--- src/rtl/sha256_stream_core.sv ---
// SHA-256/224 block core: one pre-padded 512-bit chunk per accept, chained.
// Ports: clk, rst (async low); chunk_in/_valid/_ready/_first/_last, mode_224;
// hash_out/_valid/_ready digest handshake; busy high outside IDLE.
module sha256_stream_core #(
  parameter int ROUNDS_PER_CYCLE = 1,
  parameter int OUT_REG          = 1
) (
  input  logic         clk,
  input  logic         rst,
  input  logic [511:0] chunk_in,
  input  logic         chunk_valid,
  output logic         chunk_ready,
  input  logic         chunk_first,
  input  logic         chunk_last,
  input  logic         mode_224,
  output logic [255:0] hash_out,
  output logic         hash_out_valid,
  input  logic         hash_out_ready,
  output logic         busy
);
  localparam int R = ROUNDS_PER_CYCLE;

  if (R != 1 && R != 2 && R != 4 && R != 8) begin : g_bad_r
    $error("ROUNDS_PER_CYCLE must be 1, 2, 4 or 8");
  end

  typedef logic [7:0][31:0]  st_t;
  typedef logic [15:0][31:0] win_t;
  typedef enum logic [1:0] {IDLE, ROUND, FINAL, DONE} state_t;

  localparam logic [31:0] K [64] = '{
    32'h428a2f98, 32'h71374491, 32'hb5c0fbcf, 32'he9b5dba5,
    32'h3956c25b, 32'h59f111f1, 32'h923f82a4, 32'hab1c5ed5,
    32'hd807aa98, 32'h12835b01, 32'h243185be, 32'h550c7dc3,
    32'h72be5d74, 32'h80deb1fe, 32'h9bdc06a7, 32'hc19bf174,
    32'he49b69c1, 32'hefbe4786, 32'h0fc19dc6, 32'h240ca1cc,
    32'h2de92c6f, 32'h4a7484aa, 32'h5cb0a9dc, 32'h76f988da,
    32'h983e5152, 32'ha831c66d, 32'hb00327c8, 32'hbf597fc7,
    32'hc6e00bf3, 32'hd5a79147, 32'h06ca6351, 32'h14292967,
    32'h27b70a85, 32'h2e1b2138, 32'h4d2c6dfc, 32'h53380d13,
    32'h650a7354, 32'h766a0abb, 32'h81c2c92e, 32'h92722c85,
    32'ha2bfe8a1, 32'ha81a664b, 32'hc24b8b70, 32'hc76c51a3,
    32'hd192e819, 32'hd6990624, 32'hf40e3585, 32'h106aa070,
    32'h19a4c116, 32'h1e376c08, 32'h2748774c, 32'h34b0bcb5,
    32'h391c0cb3, 32'h4ed8aa4a, 32'h5b9cca4f, 32'h682e6ff3,
    32'h748f82ee, 32'h78a5636f, 32'h84c87814, 32'h8cc70208,
    32'h90befffa, 32'ha4506ceb, 32'hbef9a3f7, 32'hc67178f2
  };

  // Packed order: element [0] is H0.
  localparam st_t IV256 = {
    32'h5be0cd19, 32'h1f83d9ab, 32'h9b05688c, 32'h510e527f,
    32'ha54ff53a, 32'h3c6ef372, 32'hbb67ae85, 32'h6a09e667
  };
  localparam st_t IV224 = {
    32'hbefa4fa4, 32'h64f98fa7, 32'h68581511, 32'hffc00b31,
    32'hf70e5939, 32'h3070dd17, 32'h367cd507, 32'hc1059ed8
  };

  function automatic logic [31:0] rotr(logic [31:0] x, int n);
    return (x >> n) | (x << (32 - n));
  endfunction

  function automatic logic [31:0] bsig0(logic [31:0] x);
    return rotr(x, 2) ^ rotr(x, 13) ^ rotr(x, 22);
  endfunction

  function automatic logic [31:0] bsig1(logic [31:0] x);
    return rotr(x, 6) ^ rotr(x, 11) ^ rotr(x, 25);
  endfunction

  function automatic logic [31:0] ssig0(logic [31:0] x);
    return rotr(x, 7) ^ rotr(x, 18) ^ (x >> 3);
  endfunction

  function automatic logic [31:0] ssig1(logic [31:0] x);
    return rotr(x, 17) ^ rotr(x, 19) ^ (x >> 10);
  endfunction

  function automatic st_t sha_round(st_t v, logic [31:0] k,
                                    logic [31:0] w);
    logic [31:0] t1, t2;
    t1 = v[7] + bsig1(v[4])
       + ((v[4] & v[5]) ^ (~v[4] & v[6])) + k + w;
    t2 = bsig0(v[0])
       + ((v[0] & v[1]) ^ (v[0] & v[2]) ^ (v[1] & v[2]));
    return {v[6:4], v[3] + t1, v[2:0], t1 + t2};
  endfunction

  function automatic win_t load_win(logic [511:0] c);
    win_t w;
    for (int i = 0; i < 16; i++) w[i] = c[511 - 32*i -: 32];
    return w;
  endfunction

  function automatic logic [255:0] fmt(st_t h, logic m);
    logic [255:0] o;
    for (int i = 0; i < 8; i++) o[255 - 32*i -: 32] = h[i];
    if (m) o[31:0] = '0;
    return o;
  endfunction

  state_t     state_q;
  logic [5:0] cnt_q;
  st_t        v_q, h_q;
  win_t       w_q;
  logic       mode_q, last_q;
  logic       rdy_q, busy_q, hv_q;

  st_t        v_d, h_sum;
  win_t       w_d;
  logic [5:0] ki;

  // w_q[0] is always the schedule word of the next round to run.
  always_comb begin
    v_d = v_q;
    w_d = w_q;
    ki  = cnt_q;
    for (int r = 0; r < R; r++) begin
      v_d = sha_round(v_d, K[ki], w_d[0]);
      w_d = {ssig1(w_d[14]) + w_d[9] + ssig0(w_d[1]) + w_d[0],
             w_d[15:1]};
      ki  = ki + 6'd1;
    end
    for (int i = 0; i < 8; i++) h_sum[i] = h_q[i] + v_q[i];
  end

  always_ff @(posedge clk or negedge rst) begin
    if (!rst) begin
      state_q <= IDLE;
      cnt_q   <= '0;
      v_q     <= '0;
      w_q     <= '0;
      h_q     <= IV256;
      mode_q  <= 1'b0;
      last_q  <= 1'b0;
      rdy_q   <= 1'b1;
      busy_q  <= 1'b0;
      hv_q    <= 1'b0;
    end else begin
      unique case (state_q)
        IDLE: if (chunk_valid) begin
          w_q     <= load_win(chunk_in);
          cnt_q   <= '0;
          last_q  <= chunk_last;
          if (chunk_first) begin
            mode_q <= mode_224;
            v_q    <= mode_224 ? IV224 : IV256;
            h_q    <= mode_224 ? IV224 : IV256;
          end else begin
            v_q    <= h_q;
          end
          state_q <= ROUND;
          rdy_q   <= 1'b0;
          busy_q  <= 1'b1;
        end
        ROUND: begin
          v_q   <= v_d;
          w_q   <= w_d;
          cnt_q <= cnt_q + 6'(R);
          if (cnt_q == 6'(64 - R)) state_q <= FINAL;
        end
        FINAL: begin
          h_q <= h_sum;
          if (last_q) begin
            state_q <= DONE;
            hv_q    <= 1'b1;
          end else begin
            state_q <= IDLE;
            rdy_q   <= 1'b1;
            busy_q  <= 1'b0;
          end
        end
        DONE: if (hash_out_ready) begin
          state_q <= IDLE;
          hv_q    <= 1'b0;
          rdy_q   <= 1'b1;
          busy_q  <= 1'b0;
        end
        default: state_q <= IDLE;
      endcase
    end
  end

  if (OUT_REG != 0) begin : g_oreg
    logic [255:0] hout_q;
    always_ff @(posedge clk or negedge rst) begin
      if (!rst) hout_q <= '0;
      else if (state_q == FINAL && last_q)
        hout_q <= fmt(h_sum, mode_q);
    end
    assign hash_out = hout_q;
  end else begin : g_comb
    assign hash_out = fmt(h_q, mode_q);
  end

  assign chunk_ready    = rdy_q;
  assign busy           = busy_q;
  assign hash_out_valid = hv_q;

endmodule
--- config.mk ---
export PLATFORM = sky130hd
export DESIGN_NAME = sha256_stream_core
export DESIGN_NICKNAME = d
export VERILOG_FILES = /design/src/rtl/sha256_stream_core.sv
export SDC_FILE = /design/constraint.sdc
export NUM_CORES = 2
export LEC_CHECK = 0
export CORE_MARGIN = 2
export CORE_UTILIZATION = 39
export DETAILED_ROUTE_END_ITERATION = 16
export PLACE_DENSITY = 0.64
export SETUP_SLACK_MARGIN = 0.1
export SYNTH_ARGS = -nofsm -noshare
export SYNTH_HDL_FRONTEND = slang
export SYNTH_SLANG_ARGS = --single-unit
--- constraint.sdc ---
create_clock -name clk -period 9.1 [get_ports clk]
set_input_delay 1.82 -clock clk [delete_from_list [all_inputs] [get_ports clk]]
set_output_delay 1.82 -clock clk [all_outputs]
set_load 0.02 [all_outputs]
==> flow_summary.json <==
{
  "ios": 778,
  "drt_wl_total_um": 360600,
  "area_growth_syn_to_layout_pct": 20.96,
  "clk_latency_ns": 0.86,
  "tightestPinTransition_ns": 1.174,
  "grt_pass1_vias": 75330,
  "critPathKind": "register to register",
  "worstSetupEndpointType": "register",
  "track_usage": 0.3252,
  "setup_viol": 0,
  "wl_per_cell_um": 26.99,
  "crit_family": "compound AO/OA/AOI/OAI gates",
  "route.detailed.drc": 0,
  "synth_warnings": 0,
  "finalHoldViolCount": 0,
  "dr.pass1.iters": 6,
  "hold_path_depth": 2,
  "clk_pin_slew_ns": 0.07,
  "critPathMaxFanout": 14,
  "ys_seq_area_frac": 0.3946,
  "cts_buffers": 150,
  "layout.cells.non_filler": 13360,
  "hold_path_class": "register to register",
  "cp.depth": 35,
  "crit_path_start_kind": "register",
  "critPathArrivalTime_ns": 9.28,
  "cp_num_buf_inv": 5,
  "finalCriticalPeriod_ns": 8.602,
  "die_area_um2": 215100,
  "die_h_um": 463.7,
  "timing.fmax_mhz": 116.3,
  "port_buffers": 777,
  "fin_tns_setup_ns": 0,
  "ys_ff_latch": 1293,
  "fin_crit_sh": 0.9453,
  "core_area_um2": 209800,
  "cp_slowest_cell": "mux4_2",
  "netlist_top_cells_area": "dfrtp_1 35%, nand2_1 8.1%, ha_1 5.9%",
  "drv_cap": 0,
  "gp_congestion": 0.9767,
  "vias": 77770,
  "clockBufferDepth": 3,
  "syn_inst": 9808,
  "synthArstFlopShare": 1.000,
  "rsz0062_at_grt": "no",
  "outcome": "finished, final reports clean",
  "yosysTopAreaCell": "dfrtp_1",
  "grt-ovfl-total": 0,
  "avgSynthCellArea_um2": 8.405,
  "grt_pass1_wl_um": 519600,
  "cts_hold_buf": 0,
  "first_iter_violations": 7900,
  "final_area_um2": 99710,
  "slew_viol_final": 0,
  "grt_max_degree": 269,
  "clock_skew_ns": 0.04654,
  "crit_required_ns": 9.78,
  "ff2ff_path_depth": 35,
  "viasPerCell": 5.821,
  "synth.top_cell.area_share": 0.3509,
  "synth_nets": 10910,
  "place_area_um2": 94280,
  "antenna_found_initial": 55,
  "synthFlopType": "dfrtp_1",
  "final_net_count": 11500,
  "r2r_slack_ns": 0.50,
  "synth_edf_count": 0,
  "clock_sinks": 1293,
  "synth_cell_types": 80,
  "die_x_um": 463.7,
  "slowest_delay_ns": 0.59,
  "slew_headroom": 0.2070,
  "start_util": 0.3929,
  "cts_tree": "yes",
  "dp.cells": 13040,
  "drive_gt1_frac": 0.08178,
  "num_rows": 168,
  "ant_nets": 0,
  "fin_util": 0.4753,
  "hpwl_um": 272300,
  "htreeDepth": 4,
  "clock_tree.root_cell": "clkbuf_16",
  "netlist_area_um2": 82430
}
==> sequential cells by signal, indices dropped and copies added (netlist names), 2 cells and up <==
register / count
v_d: 192
h_q: 256
hash_out: 256
w_d: 480
cnt_q: 6
v_q: 64
state_q: 2
w_q: 32
==> metrics by stage <==
step / setup WS [ns] / hold WS (ns)
after floorplan: 0.3037 / 0.4574
after global placement: 0.2729 / 0.4605
after detailed placement: 0.2218 / 0.4695
after CTS: 0.1103 / 0.4814
after global routing: 0.1109 / 0.4953
final: 0.4981 / 0.4736
==> worst min-delay path, stage by stage (launching register included) <==
cell and delay (ns):
dfrtp_1 0.34, nand2_1 0.04, o21ai_0 0.06
==> cell families after synthesis <==
group | after synthesis | share of synthesized area
compound gates | 2978 | 0.2187
xor+xnor | 588 | 0.06247
fa+ha+maj | 589 | 0.1070
buf+inv | 1143 | 0.05206
flops | 1293 | 0.3946
mux | 69 | 0.009608
simple gates | 3148 | 0.1555
==> area by class of cell <==
cell class	count	area, um2
Timing Repair Buffer	1143	10920
Clock buffer	220	4419
Inverter	432	1624
Antenna cell	39	97.59
Sequential cell	1293	32540
Multi-Input combinational cell	7372	45820
Tap cell	2805	3510
Fill cell	20370	110100
Clock inverter	56	787.0
==> worst paths after layout <==
check | end | start
worst max-delay path | v_d[191] | cnt_q[0]
worst min-delay path | hash_out[143] | hash_out[143]
worst max register to register | v_d[191] | cnt_q[0]
worst min register to register | hash_out[143] | hash_out[143]
max in group asynchronous | cnt_q[2] | rst
min in group asynchronous | w_d[359] | rst
==> routing by layer <==
layer,wire (um),vias up,track usage
met2,163900,3599,0.5136
li1,-,35030,-
met5,197,-,0
met4,23080,30,0.1800
met1,146000,38330,0.4179
met3,27480,785,0.06365
==> synth_stat cells, types with 9 or more instances <==
| library cell | number |
|---|---|
| a31oi_1 | 545 |
| dfrtp_1 | 1156 |
| mux2i_1 | 33 |
| a31o_2 | 9 |
| a211o_1 | 9 |
| nand4_1 | 23 |
| a211oi_1 | 161 |
| nand2b_1 | 68 |
| o22ai_1 | 35 |
| nand2_1 | 1786 |
| buf_1 | 53 |
| or3_1 | 27 |
| nor2b_1 | 43 |
| a21boi_0 | 19 |
| inv_1 | 428 |
| xor2_1 | 257 |
| o311ai_0 | 11 |
| mux2_2 | 31 |
| nand3_1 | 93 |
| and3_1 | 67 |
| a221oi_1 | 14 |
| nor2_1 | 870 |
| fa_1 | 195 |
| a22oi_1 | 10 |
| a21oi_1 | 753 |
| o31ai_1 | 85 |
| o221ai_1 | 9 |
| o21ai_0 | 805 |
| xnor2_1 | 331 |
| a2111oi_0 | 9 |
| nor3_1 | 124 |
| clkbuf_1 | 657 |
| a221o_1 | 14 |
| a22o_1 | 23 |
| dfstp_2 | 137 |
| o21a_1 | 54 |
| and2_1 | 9 |
| ha_1 | 390 |
| a21o_1 | 201 |
| a311oi_1 | 13 |
| o21bai_1 | 50 |
| o211ai_1 | 61 |
==> timing repair <==
| action | CTS | global route |
|---|---|---|
| setup endpoints to repair | 0 | 15 |
| setup buffers | 0 | 1 |
| endpoints found under the hold margin | 0 | 0 |
| resized for setup | 0 | 29 |
==> cell usage in the layout (no fill, tap or decap), types with 35 or more instances in the layout <==
| cell type | Yosys | routed |
|---|---|---|
| a211oi_1 | 161 | 159 |
| a21o_1 | 201 | 201 |
| a21oi_1 | 753 | 747 |
| a31oi_1 | 545 | 543 |
| and3_1 | 67 | 66 |
| buf_4 | 0 | 335 |
| clkbuf_16 | 0 | 152 |
| clkbuf_8 | 0 | 36 |
| clkdlybuf4s50_1 | 0 | 775 |
| dfrtp_1 | 1156 | 1152 |
| dfstp_2 | 137 | 137 |
| diode_2 | 0 | 39 |
| fa_1 | 195 | 195 |
| ha_1 | 390 | 388 |
| inv_1 | 428 | 427 |
| nand2_1 | 1786 | 1781 |
| nand2b_1 | 68 | 66 |
| nand3_1 | 93 | 93 |
| nor2_1 | 870 | 864 |
| nor2b_1 | 43 | 42 |
| nor3_1 | 124 | 124 |
| o211ai_1 | 61 | 61 |
| o21a_1 | 54 | 54 |
| o21ai_0 | 805 | 801 |
| o21bai_1 | 50 | 50 |
| o22ai_1 | 35 | 35 |
| o31ai_1 | 85 | 85 |
| xnor2_1 | 331 | 330 |
| xor2_1 | 257 | 257 |
Power is left out: the tool's default activity adds up to more than one toggle a clock period on the data nets, which glitch-free logic cannot reach.
